===== config.mk =====
export PLATFORM = sky130hd
export DESIGN_NAME = lat_table_serializer_flat
export DESIGN_NICKNAME = d
export VERILOG_FILES = /design/src/rtl/lat_table_serializer_if.sv /design/src/rtl/lat_table_serializer.sv /design/src/flat_wrapper.sv
export SDC_FILE = /design/constraint.sdc
export NUM_CORES = 1
export LEC_CHECK = 0
export BUFFER_PORTS_ARGS = -buffer_cell sky130_fd_sc_hd__buf_2
export CORE_ASPECT_RATIO = 0.8
export CORE_MARGIN = 2
export CORE_UTILIZATION = 52
export DETAILED_ROUTE_END_ITERATION = 10
export PLACE_DENSITY = 0.8
export SLEW_MARGIN = 10
export SYNTH_ARGS = -nofsm -noshare
export SYNTH_HDL_FRONTEND = slang
export SYNTH_SLANG_ARGS = --single-unit

===== constraint.sdc =====
create_clock -name clk -period 1.7 [get_ports clk]
set_clock_uncertainty 0.15 [all_clocks]
set_input_delay 0.17 -clock clk [delete_from_list [all_inputs] [get_ports clk]]
set_output_delay 0.17 -clock clk [all_outputs]
set_load 0.01 [all_outputs]

===== src/rtl/lat_table_serializer_if.sv =====
// Handshake and serial-line bundle between a configuration host and lat_table_serializer.
// The host side uses the master modport; the serializer uses the slave modport.
interface lat_table_serializer_if #(
  parameter int WIDTH = 27
);
  logic             load_valid;
  logic             load_ready;
  logic [WIDTH-1:0] data_in;
  logic             abort;
  logic             ser_out;
  logic             ser_strobe;
  logic             busy;
  logic             done;

  modport master (
    output load_valid, data_in, abort,
    input  load_ready, ser_out, ser_strobe, busy, done
  );

  modport slave (
    input  load_valid, data_in, abort,
    output load_ready, ser_out, ser_strobe, busy, done
  );
endinterface


===== src/rtl/lat_table_serializer.sv =====
// Parallel-to-serial feeder for the look-at-table REG_STATE port, MSB first, BIT_DIV clocks per bit.
// Define LAT_SER_PARITY_EN to append an even-parity bit after data bit 0.
module lat_table_serializer #(
  parameter int WIDTH   = 27,
  parameter int BIT_DIV = 1
) (
  input logic                  clk,
  input logic                  reset,
  lat_table_serializer_if.slave bus
);

`ifdef LAT_SER_PARITY_EN
  localparam int FRAME_BITS = WIDTH + 1;
`else
  localparam int FRAME_BITS = WIDTH;
`endif
  localparam int CNT_W = $clog2(WIDTH + 1);
  localparam int DIV_W = (BIT_DIV > 1) ? $clog2(BIT_DIV) : 1;
  localparam logic [DIV_W-1:0] DIV_LAST = DIV_W'(BIT_DIV - 1);
  localparam logic [CNT_W-1:0] BIT_LAST = CNT_W'(FRAME_BITS - 1);

  typedef enum logic [1:0] {
    IDLE  = 2'd0,
    SHIFT = 2'd1,
    DONE  = 2'd2
  } state_e;

  state_e                state_q, state_d;
  logic [FRAME_BITS-1:0] shreg_q, shreg_d;
  logic [CNT_W-1:0]      bit_q, bit_d;
  logic [DIV_W-1:0]      div_q, div_d;
  logic                  strobe;

  // Sample point is the last cycle of each bit period; constant-true in SHIFT when BIT_DIV is 1.
  assign strobe = (state_q == SHIFT) && (div_q == DIV_LAST);

  always_ff @(posedge clk) begin
    if (!reset) begin
      state_q <= IDLE;
      shreg_q <= '0;
      bit_q   <= '0;
      div_q   <= '0;
    end else begin
      state_q <= state_d;
      shreg_q <= shreg_d;
      bit_q   <= bit_d;
      div_q   <= div_d;
    end
  end

  always_comb begin
    state_d = state_q;
    shreg_d = shreg_q;
    bit_d   = bit_q;
    div_d   = div_q;
    unique case (state_q)
      IDLE: begin
        if (bus.load_valid && !bus.abort) begin
`ifdef LAT_SER_PARITY_EN
          shreg_d = {bus.data_in, ^bus.data_in};
`else
          shreg_d = bus.data_in;
`endif
          bit_d   = '0;
          div_d   = '0;
          state_d = SHIFT;
        end
      end
      SHIFT: begin
        if (bus.abort) begin
          shreg_d = '0;
          bit_d   = '0;
          div_d   = '0;
          state_d = IDLE;
        end else if (strobe) begin
          shreg_d = {shreg_q[FRAME_BITS-2:0], 1'b0};
          div_d   = '0;
          // Last bit leaves the counter cleared rather than letting it reach FRAME_BITS.
          if (bit_q == BIT_LAST) begin
            bit_d   = '0;
            state_d = DONE;
          end else begin
            bit_d = bit_q + CNT_W'(1);
          end
        end else begin
          div_d = div_q + DIV_W'(1);
        end
      end
      DONE: begin
        shreg_d = '0;
        bit_d   = '0;
        div_d   = '0;
        state_d = IDLE;
      end
      default: begin
        shreg_d = '0;
        bit_d   = '0;
        div_d   = '0;
        state_d = IDLE;
      end
    endcase
  end

  always_comb begin
    bus.load_ready = (state_q == IDLE);
    bus.busy       = (state_q == SHIFT);
    bus.done       = (state_q == DONE);
    bus.ser_out    = (state_q == SHIFT) && shreg_q[FRAME_BITS-1];
    bus.ser_strobe = strobe;
  end

endmodule

===== src/flat_wrapper.sv =====
// flat-port wrapper written by rule: the top's interface ports become plain ports
module lat_table_serializer_flat 
#(
  parameter int WIDTH   = 27,
  parameter int BIT_DIV = 1
)
  (clk, reset, bus_load_valid, bus_data_in, bus_abort, bus_load_ready, bus_ser_out, bus_ser_strobe, bus_busy, bus_done);
  lat_table_serializer_if #(.WIDTH(WIDTH)) bus_i ();
  input logic clk;
  input logic reset;
  input wire logic [$bits(bus_i.load_valid)-1:0] bus_load_valid;
  input wire logic [$bits(bus_i.data_in)-1:0] bus_data_in;
  input wire logic [$bits(bus_i.abort)-1:0] bus_abort;
  output wire logic [$bits(bus_i.load_ready)-1:0] bus_load_ready;
  output wire logic [$bits(bus_i.ser_out)-1:0] bus_ser_out;
  output wire logic [$bits(bus_i.ser_strobe)-1:0] bus_ser_strobe;
  output wire logic [$bits(bus_i.busy)-1:0] bus_busy;
  output wire logic [$bits(bus_i.done)-1:0] bus_done;
  assign bus_i.load_valid = bus_load_valid;
  assign bus_i.data_in = bus_data_in;
  assign bus_i.abort = bus_abort;
  assign bus_load_ready = bus_i.load_ready;
  assign bus_ser_out = bus_i.ser_out;
  assign bus_ser_strobe = bus_i.ser_strobe;
  assign bus_busy = bus_i.busy;
  assign bus_done = bus_i.done;
  lat_table_serializer #(.WIDTH(WIDTH), .BIT_DIV(BIT_DIV)) u_core (.clk(clk), .reset(reset), .bus(bus_i));
endmodule

; Word-level counts from Yosys, hierarchy flattened
; Index checks and enable logic that the tools add are counted.
[totals]
in_bits = 31
output_inout_bits = 5
ff_bits = 35
[classes]
n_reduce_logical = 7
add_sub_neg = 2
bitwise = 1
eq_ne = 6
n_mux = 18
[ops]
columns = op, n
row1 = $mux W27, 3
row2 = $pmux W27 S2, 1
row3 = $mux W5, 4
row4 = $pmux W5 S2, 1
row5 = $mux W2, 4
row6 = $add A5 B1 Y5 const B, 1
row7 = $eq A5 B5 Y1 const B, 1
row8 = $pmux W2 S2, 1
row9 = $logic_and A1 B1 Y1, 3
row10 = $mux W1, 3
row11 = $ne A3 B2 Y1 const B, 1
row12 = $ne A3 B3 Y1 const B, 1
row13 = $reduce_and A3 Y1, 1
row14 = $eq A2 B1 Y1 const B, 1
row15 = $eq A2 B2 Y1 const B, 1
row16 = $logic_not A2 Y1, 1
row17 = $ne A2 B1 Y1 const B, 1
row18 = $pmux W1 S2, 1
row19 = $reduce_and A2 Y1, 1
row20 = $add A1 B1 Y1 const B, 1
row21 = $logic_not A1 Y1, 1
row22 = $not A1 Y1, 1

; Logic depth before layout (Yosys ltp)
; Gate-level depths: netlist of run 1.
[logic_depth]
ltp_word = 5
ltp_mapped = 6

; Least setup slack after synthesis of run 1
; Ideal clock, no wire load.
[synth_path]
path_type = register to register
startpoint = register u_core.state_q[1]
endpoint = register u_core.state_q[0]
n_path_buf = 1
arrival_time_ns = 1.257
setup_slack_ns = 0.172
stages_incl_launch_ff = 5
required_time_ns = 1.428
synth_period_minus_slack_ns = 1.528
setup_ns = 0.122
path_cell_list = dfxtp_1 > and4bb_2 > a21o_1 > buf_2 > o311a_1
[synth_via]
elab_chain_cells = 4
elab_cells_between_ends = 8
classes_between = eq/ne (4) / mux (1) / reduce/logical (3)
[synth_rtl]
columns = element, line_no
row1 = "start, declared", lat_table_serializer.sv:28  ; state_e state_q, state_d;
row2 = "start signal, assigned", lat_table_serializer.sv:44  ; state_q <= state_d;
row3 = $eq A2 B1 Y1, "lat_table_serializer.sv:35, lat_table_serializer.sv:56"
row4 = $logic_and A1 B1 Y1, lat_table_serializer.sv:35  ; assign strobe = (state_q == SHIFT) && (div_q == DIV_LAST);
row5 = $ne A3 B3 Y1 (no source line), -
row6 = $reduce_and A3 Y1 (no source line), -
; Several ways; a longest one is shown, not always the timed one.
; A chain may end at the register's enable or synchronous reset.

; Final worst setup path of run 1
[layout_path]
startpoint = register u_core.bit_q[1]
endpoint = register u_core.state_q[0]
[layout_via]
elab_chain_cells = 3
[layout_rtl]
columns = element, line_no
row1 = "start, declared", lat_table_serializer.sv:30  ; logic [CNT_W-1:0] bit_q, bit_d;
row2 = "start signal, assigned", lat_table_serializer.sv:46  ; bit_q <= bit_d;
row3 = $eq A5 B5 Y1, lat_table_serializer.sv:79  ; if (bit_q == BIT_LAST) begin
row4 = $ne A3 B2 Y1 (no source line), -
row5 = $reduce_and A3 Y1 (no source line), -
; No other way between the ends.

==> impl_metrics.ini, run 1 <==
[grt]
global_route_wire_length_before_repair_um = 6280
grt_overflow = 0
track_usage_pct = 24.8
largest_net_degree_at_the_start_of_global_routing = 37
first_global_vias = 1391
antenna_found_initial = 0

[routing]
via_count = 1509
viasPerCell = 5.78
avgRoutedWirePerCell_um = 14.5
drt_first_iter_violations = 87
finalWirelength_um = 3790
route.antenna.remaining_nets = 0
first_pass_iters = 4
drc = 0

[yosys]
synth_cell_type_count = 30
post-synth-top-count-cell = sky130_fd_sc_hd__dfxtp_1
syn-cell-area_um2 = 1540
dominantRegCellSynth = sky130_fd_sc_hd__dfxtp_1
synth_instances = 179
synth_sequential_area_ratio_pct = 45.4
synth-edff-count = 0
yosys_warnings = 0
ys_ff_latch = 35
synth_nets = 212
syn-mean-instance-area_um2 = 8.63
yosys.area.top_type_share_pct = 45.4
largest_cells_by_area_after_synthesis = sky130_fd_sc_hd__dfxtp_1 (45%), sky130_fd_sc_hd__a221oi_1 (14%), sky130_fd_sc_hd__o21ai_0 (8.8%)
synth_commonest_cells = sky130_fd_sc_hd__dfxtp_1 (35), sky130_fd_sc_hd__nor2_1 (29), sky130_fd_sc_hd__o21ai_0 (27)
cell_taking_the_most_area_after_synthesis = sky130_fd_sc_hd__dfxtp_1
asyncSetResetFlopFracSynth_pct = 0

[finish]
count_of_antenna_diodes_in_the_layout = 0
num-nets-final = 255
post_route_cells_drive_above_1_share_pct = 26.5
syn_to_final_growth_pct = 28.9
final_area_um2 = 1990

[setup_path]
worst_path_largest_cell_delay_ns = 0.38
r2r_startpoint = u_core.bit_q[1]$_SDFFE_PN0P_
rr_worst_depth = 4
timing.reg2reg.setup_slack_ns = 0.07
crit_path_start_kind = flop
timing.critical_path.required_ns = 1.73
timing.critical_path.cells = ha_1 -> and4b_1 -> and2b_2 -> o311a_1
setup.worst_path.class = reg2reg
worstPathMaxFanout = 5
cp_num_buf_inv = 0
timing.critical_path.max_delay_family = simple AND/OR/NAND/NOR gates
critPathArrivalTime_ns = 1.67
critPathCaptureType = flop
timing.critical_path.slowest_stage_cell = sky130_fd_sc_hd__dfxtp_1
regToRegEndpoint = u_core.state_q[0]$_SDFFE_PN0P_

[sta]
grt_setup_unrepaired = no
final.hold.worst_slack_ns = -0.00453
final-hold-violation-count = 3
setup_tns_ns = 0
finalWorstPathRequiredPeriod_ns = 1.63
max_slew.worst_pin.slew_ns = 0.515
fmax_mhz = 612
slew_headroom_pct = 65.7
final-setup-viol-count = 0
number_of_max_slew_violations_in_the_final_report = 0
fin_crit_sh_pct = 96.1

[run_status]
run_status = finished, violations left
violations_in_the_final_reports = hold timing

[hold_path]
hold_depth = 3
worstHoldPathType = in2reg
hold_start = bus_data_in[7]
timing.hold.worst_endpoint = u_core.shreg_q[7]$_SDFFE_PN0P_

[pwr]
cellLeakagePower_uw = 0.000824
cell_internal_pwr_uw = 1550
share_seq_of_total_power_pct = 45.4
power_switching_share_pct = 29.8
power_switching_uw = 658
pwr_density_cell_nw_per_um2 = 1110
power.clock.fraction_pct = 30.0
worst_ir_drop_vdd_uv = 760
combPwrFrac_pct = 24.6

[clock_tree]
postCtsSetupBuffers = 0
clock_tree.root_cell = sky130_fd_sc_hd__clkbuf_8
clock_tree_from_tritoncts = built
number_of_clock_sinks = 35
cts_buffer_depth = 2
cts.reportedPaths.clkPinSlew_ns = 0.07
clk-insertion-delay-late_ns = 0.29
cts.htree.levels = 2
numCtsBuffers = 5

[placed_design]
dpl.hpwl_um = 2420
placement.cell_area_um2 = 1790
gp_congestion = 0.769
buffer_ports.inserted = 35

[floorplan]
ioPinCount = 36
core_area_um2 = 2790
floorplan.die.width_um = 64.9
effective_utilization_at_floorplan_pct = 55.4
num_rows = 17
chip_height_um = 52.7
floorplan.die_area_um2 = 3420

[job]
max-cap-violations = 0
## how the worst max path moves through the flow
stage                                                 end                            from  cells after the start
final                      u_core.state_q[0]$_SDFFE_PN0P_    u_core.bit_q[1]$_SDFFE_PN0P_                      4
after global routing         u_core.bit_q[0]$_SDFFE_PN0P_  u_core.state_q[0]$_SDFFE_PN0P_                      4
after CTS                    u_core.bit_q[1]$_SDFFE_PN0P_    u_core.bit_q[0]$_SDFFE_PN0P_                      6
after detailed placement  u_core.shreg_q[17]$_SDFFE_PN0P_  u_core.state_q[1]$_SDFFE_PN0P_                      5
after global placement     u_core.state_q[0]$_SDFFE_PN0P_  u_core.state_q[1]$_SDFFE_PN0P_                      4
after floorplan            u_core.state_q[0]$_SDFFE_PN0P_  u_core.state_q[1]$_SDFFE_PN0P_                      4
## layout make-up
type	instances	area [um2]
tap	38	47.5
sequential	35	703
fill	210	796
timing repair buffer	51	344
clock buffer	8	100
inverter	2	7.51
multi-input combinational	127	788
## flip-flops by register name (all words and copies together) (netlist names)
register        count
u_core.bit_q        5
u_core.state_q      2
u_core.div_q        1
u_core.shreg_q     27
## power by group through the flow
stage	sequential, uW	clock, uW	combinational, uW
2_1_floorplan	993	0	342
3_3_place_gp	1010	0	494
3_5_place_dp	1010	0	514
4_1_cts	996	673	530
5_1_grt	1010	706	607
6_report	1000	664	544
## cell families after synthesis
logic type / share of synthesized area (%)
adder cells (fa/ha/maj): 1.62
multiplexers: 0.648
AND/OR/NAND/NOR: 18.4
AO/OA/AOI/OAI: 29.3
buffers and inverters: 4.62
flip-flops: 45.4
## per-stage QoR
step                      setup WS (ns)  total power [uW]  std cells  util [%]  hold WS [ns]
after floorplan                   0.172              1340        179         -         0.178
after global placement            0.105              1500        245      64.3         0.280
after detailed placement         0.0734              1530        245      64.3         0.290
after CTS                        0.0471              2200        261      70.7       0.00114
after global routing           0.000316              2330        261      71.4       0.00530
final                            0.0671              2210        261      71.4      -0.00453
## cells in the final DEF (no fill, tap or decap), types with 2 or more instances in the layout
cell type	synthesis	final
sky130_fd_sc_hd__a21boi_0	4	4
sky130_fd_sc_hd__o21ai_0	27	27
sky130_fd_sc_hd__inv_1	2	2
sky130_fd_sc_hd__nand2_1	12	12
sky130_fd_sc_hd__buf_2	6	35
sky130_fd_sc_hd__nor2_1	29	28
sky130_fd_sc_hd__buf_12	0	2
sky130_fd_sc_hd__dlygate4sd3_1	0	8
sky130_fd_sc_hd__dfxtp_1	35	33
sky130_fd_sc_hd__a21oi_1	2	2
sky130_fd_sc_hd__a31oi_1	2	2
sky130_fd_sc_hd__a221oi_1	24	22
sky130_fd_sc_hd__dfxtp_2	0	2
sky130_fd_sc_hd__clkbuf_8	0	7
sky130_fd_sc_hd__ha_1	2	2
sky130_fd_sc_hd__buf_4	0	5
sky130_fd_sc_hd__a32o_1	2	2
sky130_fd_sc_hd__a221oi_2	0	2
sky130_fd_sc_hd__nor2b_1	5	5
sky130_fd_sc_hd__nand3_1	3	3
## layer usage
layer / wire length [um] / global-route usage [%] / up-vias
met4: 70 / 13.8 / 0
met1: 1730 / 30.0 / 713
li1: - / - / 750
met5: 0 / 0 / -
met2: 1780 / 41.1 / 39
met3: 216 / 5.81 / 7
## worst register-to-register path: cells and delay by family, from the launching register on
family          cells  cell delay (ns)
compound gates      1             0.28
simple gates        2             0.53
fa+ha+maj           1             0.18
flops               1             0.38
## repair_timing
item,4_1_cts,5_1_grt
hold buffers,8,0
endpoints found under the hold margin,8,0
setup endpoints to repair,0,23
resized for setup,0,6
(Power assumes the default switching activity.)
==> run 2: changes to the inputs <==
--- a/config.mk
+++ b/config.mk
@@ -5,10 +5,11 @@
 export SDC_FILE = /design/constraint.sdc
 export NUM_CORES = 1
 export LEC_CHECK = 0
+export ABC_AREA = 1
 export BUFFER_PORTS_ARGS = -buffer_cell sky130_fd_sc_hd__buf_2
 export CORE_ASPECT_RATIO = 0.8
 export CORE_MARGIN = 2
-export CORE_UTILIZATION = 52
+export CORE_UTILIZATION = 53
 export DETAILED_ROUTE_END_ITERATION = 10
 export PLACE_DENSITY = 0.8
 export SLEW_MARGIN = 10
==> run 2 against run 1 <==
The run now ends clean. Synthesized area up 12%. First-iteration DRC count rose by 62%. Via count rose by 12%. Total power up 34%. Critical path depth decreased by 1. Clock power shrank 14%. Core utilization fell by 5.6 points. Routed wire length decreased by 5.5%. Maximum frequency rose by 5.9%. Non-clock buffer count down 9.
==> impl_metrics.ini, run 2 <==
[floorplan]
chip_height_um = 55.0
floorplan.die_area_um2 = 3730
num_rows = 18
ioPinCount = 36
floorplan.die.width_um = 67.7
core_area_um2 = 3090
effective_utilization_at_floorplan_pct = 55.8

[finish]
post_layout_nonfiller_instances = 354
syn_to_final_growth_pct = 17.9
fillCellCount = 307
count_of_antenna_diodes_in_the_layout = 0
finalCoreUtilization_pct = 65.8
largest-register = u_core.shreg_q
post_route_cells_drive_above_1_share_pct = 16.9
layout.cells.most_common = sky130_fd_sc_hd__nand2_1
largest_register_ff_count = 27
mostFrequentLayoutCells = sky130_fd_sc_hd__nand2_1 (157), sky130_fd_sc_hd__buf_2 (35), sky130_fd_sc_hd__dfxtp_1 (35)
top_regs = u_core.shreg_q: 27 flops, u_core.bit_q: 5 flops, u_core.state_q: 2 flops
num-nets-final = 346
multi_input_gate_area_um2 = 900
register_area_um2 = 701

[clock_tree]
cts.reportedPaths.clkPinSlew_ns = 0.06
number_of_clock_sinks = 35
cts.htree.levels = 2
clock_tree.root_cell = sky130_fd_sc_hd__clkbuf_8
cts_buffer_depth = 2
numCtsBuffers = 5
clk-insertion-delay-late_ns = 0.29
clock_tree_from_tritoncts = built

[setup_path]
critPathCaptureType = primary output
timing.reg2reg.setup_slack_ns = 0.23
crit_path_start_kind = flop
critPathArrivalTime_ns = 1.22
timing.critical_path.required_ns = 1.38
setup.worst_path.class = reg2out
timing.critical_path.max_delay_family = buffers and inverters
timing.critical_path.cells = nor2_2 -> buf_6 -> buf_2
worstPathMaxFanout = 30
worst_path_largest_cell_delay_ns = 0.34
cp_num_buf_inv = 2
timing.critical_path.slowest_stage_cell = sky130_fd_sc_hd__dfxtp_1

[yosys]
dominantRegCellSynth = sky130_fd_sc_hd__dfxtp_1
synth_nets = 311
cell_taking_the_most_area_after_synthesis = sky130_fd_sc_hd__dfxtp_1
post-synth-top-count-cell = sky130_fd_sc_hd__nand2_1
yosys_warnings = 0
synth_sequential_area_ratio_pct = 40.7
synth_commonest_cells = sky130_fd_sc_hd__nand2_1 (157), sky130_fd_sc_hd__dfxtp_1 (35), sky130_fd_sc_hd__a21oi_1 (28)
synth-edff-count = 0
largest_cells_by_area_after_synthesis = sky130_fd_sc_hd__dfxtp_1 (41%), sky130_fd_sc_hd__nand2_1 (34%), sky130_fd_sc_hd__a21oi_1 (8.1%)
yosys.area.top_type_share_pct = 40.7
syn-mean-instance-area_um2 = 6.20
synth_instances = 278
asyncSetResetFlopFracSynth_pct = 0
ys_ff_latch = 35
synth_cell_type_count = 18
syn-cell-area_um2 = 1720

[sta]
final-setup-viol-count = 0
setup_tns_ns = 0
final-hold-violation-count = 0
max_slew.worst_pin.slew_ns = 0.474
fmax_mhz = 648
finalWorstPathRequiredPeriod_ns = 1.54
number_of_max_slew_violations_in_the_final_report = 0
slew_headroom_pct = 68.4
fin_crit_sh_pct = 90.7
grt_setup_unrepaired = no

[job]
max-cap-violations = 0

[pwr]
cell_internal_pwr_uw = 1790
power_switching_share_pct = 39.7
worst_ir_drop_vdd_uv = 729
share_seq_of_total_power_pct = 39.1
cellLeakagePower_uw = 0.00103
power.clock.fraction_pct = 19.3
power_switching_uw = 1180
pwr_density_cell_nw_per_um2 = 1460
combPwrFrac_pct = 41.6

[routing]
wl_met2_um = 1560
viasPerCell = 4.79
avgRoutedWirePerCell_um = 10.1
top_signal_layer_used = met4
first_pass_iters = 4
drt_first_iter_violations = 141
dr_wl_met3_um = 207
finalWirelength_um = 3580
via_count = 1694
met1_length_um = 1750
drc = 0
route.antenna.remaining_nets = 0

[hold_path]
worstHoldPathType = in2reg

[grt]
grt_overflow = 0
track_usage_pct = 21.7
global_route_wire_length_before_repair_um = 5920
first_global_vias = 1388
largest_net_degree_at_the_start_of_global_routing = 32
antenna_found_initial = 0

[placed_design]
gp_congestion = 0.894
dp_cells = 345
dpl.hpwl_um = 2320
buffer_ports.inserted = 35

[run_status]
run_status = complete, no violations
[run 2: cell types whose count changed after synthesis, moves of 3 or more]
| cell | before | now |
|---|---|---|
| sky130_fd_sc_hd__a221oi_1 | 24 | 0 |
| sky130_fd_sc_hd__nand3_1 | 3 | 6 |
| sky130_fd_sc_hd__o21ai_0 | 27 | 0 |
| sky130_fd_sc_hd__a21boi_0 | 4 | 0 |
| sky130_fd_sc_hd__clkbuf_1 | 9 | 5 |
| sky130_fd_sc_hd__nand2_1 | 12 | 157 |
| sky130_fd_sc_hd__inv_1 | 2 | 13 |
| sky130_fd_sc_hd__nor2b_1 | 5 | 0 |
| sky130_fd_sc_hd__a21oi_1 | 2 | 28 |
| sky130_fd_sc_hd__nor2_1 | 29 | 12 |
[run 2: worst paths after layout]
check / start / to / depth (start not counted)
max: u_core.state_q[1]$_SDFFE_PN0P_ / bus_load_ready / 3
min: reset / u_core.bit_q[2]$_SDFFE_PN0P_ / 3
max reg2reg: u_core.state_q[0]$_SDFFE_PN0P_ / u_core.shreg_q[7]$_SDFFE_PN0P_ / 7
min reg2reg: u_core.shreg_q[24]$_SDFFE_PN0P_ / u_core.shreg_q[24]$_SDFFE_PN0P_ / 2
[run 2: metrics by stage]
stage	total power [uW]	hold slack (ns)	cell area (um2)	worst slack, ns
2_1_floorplan	2080	0.140	1720	0.358
3_3_place_gp	2390	0.275	1940	0.286
3_5_place_dp	2400	0.278	1940	0.258
4_1_cts	2980	0.00437	2030	0.0743
5_1_grt	3240	0.0184	2030	0.0696
6_report	2970	0.00405	2030	0.158
[run 2: layout make-up]
cell class | count | share of cell area, %
Clock buffer | 7 | 3.76
Clock inverter | 1 | 0.246
Tap cell | 40 | 2.46
Multi-Input combinational cell | 215 | 44.3
Timing Repair Buffer | 42 | 12.1
Sequential cell | 35 | 34.5
Inverter | 14 | 2.59
[run 2: logic make-up after synthesis]
kind of cell | Yosys count | share of synthesized area, %
AND/OR/NAND/NOR | 183 | 41.5
adder cells (fa/ha/maj) | 2 | 1.45
XOR/XNOR | 2 | 1.02
buffers and inverters | 28 | 7.26
flip-flops | 35 | 40.7
AO/OA/AOI/OAI | 28 | 8.13
[run 2: repair_timing]
action                                  4_1_cts  5_1_grt
setup buffers                                 0        0
resized for setup                             0        1
hold buffers                                  1        0
endpoints found under the setup margin        0        1
hold endpoints to repair                      1        0
[run 2: layer usage]
layer,track usage [%],vias to the layer above
met4,11.2,0
met1,27.9,722
met5,0,-
li1,-,921
met3,4.86,7
met2,34.5,44
[run 2: worst min-delay path, delay by kind of cell]
kind | cells | cell delay [ns]
buf+inv | 1 | 0.14
simple gates | 2 | 0.10
[run 2: power groups by stage]
stage | logic, uW | clock network, uW | registers, uW
global route | 1420 | 629 | 1190
finish | 1240 | 574 | 1160
global placement | 1220 | 0 | 1170
CTS | 1240 | 587 | 1160
detailed placement | 1230 | 0 | 1170
floorplan | 934 | 0 | 1150
==> run 3: changes to the inputs <==
--- a/config.mk
+++ b/config.mk
@@ -7,7 +7,8 @@
 export LEC_CHECK = 0
 export ABC_AREA = 1
 export BUFFER_PORTS_ARGS = -buffer_cell sky130_fd_sc_hd__buf_2
-export CORE_ASPECT_RATIO = 0.8
+export CAP_MARGIN = 10
+export CORE_ASPECT_RATIO = 1.75
 export CORE_MARGIN = 2
 export CORE_UTILIZATION = 53
 export DETAILED_ROUTE_END_ITERATION = 10
==> run 3 against run 2 <==
Clock-buffer cell count increased by 1. First-iteration DRC count decreased by 65%. Via count increased by 0.94%. Maximum frequency decreased by 3.6%. Worst hold slack improved by 0.015 ns. Clock power increased by 13%. Register-to-register slack got worse by 0.06 ns. Critical path depth unchanged. Critical path type unchanged. Cell count increased by 0.85%. Flip-flop and latch count unchanged. Routed wire length increased by 1.4%. Non-clock buffer count unchanged.
==> impl_metrics.ini, run 3 (synthesized netlist as in run 2, its figures left out) <==
[run_status]
run_status = complete, no violations

[setup_path]
critPathCaptureType = primary output
worstPathMaxFanout = 30
worst_path_largest_cell_delay_ns = 0.35
timing.critical_path.cells = nor2_2 -> buf_4 -> buf_2
timing.critical_path.required_ns = 1.38
cp_num_buf_inv = 2
setup.worst_path.class = reg2out
timing.critical_path.max_delay_family = buffers and inverters
critPathArrivalTime_ns = 1.28
crit_path_start_kind = flop
timing.critical_path.slowest_stage_cell = sky130_fd_sc_hd__dfxtp_1

[routing]
first_pass_iters = 4
drt_first_iter_violations = 49
avgRoutedWirePerCell_um = 10.2
finalWirelength_um = 3630
via_count = 1710
route.antenna.remaining_nets = 0
drc = 0
viasPerCell = 4.79

[finish]
mostFrequentLayoutCells = sky130_fd_sc_hd__nand2_1 (157), sky130_fd_sc_hd__buf_2 (35), sky130_fd_sc_hd__dfxtp_1 (35)
fillCellCount = 320
syn_to_final_growth_pct = 19.0
post_layout_nonfiller_instances = 357
finalCoreUtilization_pct = 65.2
post_route_cells_drive_above_1_share_pct = 17.2
top_regs = u_core.shreg_q: 27 flops, u_core.bit_q: 5 flops, u_core.state_q: 2 flops
layout.cells.most_common = sky130_fd_sc_hd__nand2_1
largest-register = u_core.shreg_q
count_of_antenna_diodes_in_the_layout = 0
num-nets-final = 346
largest_register_ff_count = 27

[floorplan]
floorplan.die_area_um2 = 3740
num_rows = 27
chip_height_um = 79.4
effective_utilization_at_floorplan_pct = 54.8
core_area_um2 = 3140
floorplan.die.width_um = 47.1
ioPinCount = 36

[sta]
fin_crit_sh_pct = 94.1
final-setup-viol-count = 0
setup_tns_ns = 0
grt_setup_unrepaired = no
max_slew.worst_pin.slew_ns = 0.479
finalWorstPathRequiredPeriod_ns = 1.60
fmax_mhz = 625
slew_headroom_pct = 68.0
final-hold-violation-count = 0
number_of_max_slew_violations_in_the_final_report = 0

[clock_tree]
cts.htree.levels = 2
cts_buffer_depth = 2
clock_tree_from_tritoncts = built
number_of_clock_sinks = 35
numCtsBuffers = 5
cts.reportedPaths.clkPinSlew_ns = 0.07
clock_tree.root_cell = sky130_fd_sc_hd__clkbuf_8
clk-insertion-delay-late_ns = 0.28

[placed_design]
gp_congestion = 0.763
dp_cells = 348
buffer_ports.inserted = 35
dpl.hpwl_um = 2510

[grt]
track_usage_pct = 21.6
first_global_vias = 1510
global_route_wire_length_before_repair_um = 5980
antenna_found_initial = 0
largest_net_degree_at_the_start_of_global_routing = 32
grt_overflow = 0

[pwr]
cellLeakagePower_uw = 0.00104
power.clock.fraction_pct = 21.4
share_seq_of_total_power_pct = 38.2
totalPowerFinal_uw = 3030
cell_internal_pwr_uw = 1860
pwr_density_cell_nw_per_um2 = 1480
worst_ir_drop_vdd_uv = 890
power_switching_share_pct = 38.5
power_switching_uw = 1170
combPwrFrac_pct = 40.3

[job]
max-cap-violations = 0

[hold_path]
worstHoldPathType = in2reg
run 3: cell count changes in the layout (fill, tap and decap cells not counted):
cell	delta
sky130_fd_sc_hd__buf_4	+1
sky130_fd_sc_hd__clkbuf_1	-1
sky130_fd_sc_hd__clkbuf_8	+2
sky130_fd_sc_hd__buf_6	-1
sky130_fd_sc_hd__clkinv_2	-1
run 3: path summary, 6_finish.rpt:
path	from	end	slack (ns)	cells after the start
worst max-delay path	u_core.state_q[0]$_SDFFE_PN0P_	bus_load_ready	0.10	3
worst min-delay path	reset	u_core.bit_q[2]$_SDFFE_PN0P_	0.02	3
worst max register to register	u_core.state_q[0]$_SDFFE_PN0P_	u_core.shreg_q[14]$_SDFFE_PN0P_	0.17	7
worst min register to register	u_core.shreg_q[26]$_SDFFE_PN0P_	u_core.shreg_q[26]$_SDFFE_PN0P_	0.31	2
run 3: repair_timing:
item,in CTS,in global routing
setup buffers,0,0
endpoints found under the hold margin,1,0
gates resized for setup,0,0
hold buffers,1,0
run 3: worst register-to-register path, delay by kind of cell, from the launching register on:
| kind | cells | cell delay, ns |
|---|---|---|
| buf+inv | 1 | 0.24 |
| flops | 1 | 0.41 |
| simple gates | 5 | 0.53 |
| compound gates | 1 | 0.13 |
run 3: layer usage:
layer	vias up	track usage, %	part of all wire (%)	wire (um)
li1	926	-	-	-
met1	747	23.6	44	1600
met2	31	37.3	51	1840
met3	6	4.75	3.1	113
met4	0	10.0	2.1	75
met5	-	0	0	0
run 3: layout make-up:
class	count	area [um2]	area share, %
multi-input combinational	215	900	43.9
sequential	35	701	34.2
timing repair buffer	42	243	11.8
clock buffer	8	100	4.88
tap	43	53.8	2.63
inverter	14	52.6	2.56
run 3: power by group through the flow:
stage | clock [uW] | sequential, uW | combinational, uW
finish | 650 | 1160 | 1220
global route | 697 | 1180 | 1410
CTS | 668 | 1160 | 1230
detailed placement | 0 | 1180 | 1230
global placement | 0 | 1170 | 1210
floorplan | 0 | 1150 | 934
run 3: stage by stage:
stage / cell area (um2) / setup WS (ns) / hold slack (ns)
after floorplan: 1720 / 0.358 / 0.140
after global placement: 1940 / 0.264 / 0.270
after detailed placement: 1940 / 0.197 / 0.276
after CTS: 2050 / 0.0788 / 0.00952
after global routing: 2050 / 0.0318 / 0.0261
final: 2050 / 0.101 / 0.0186
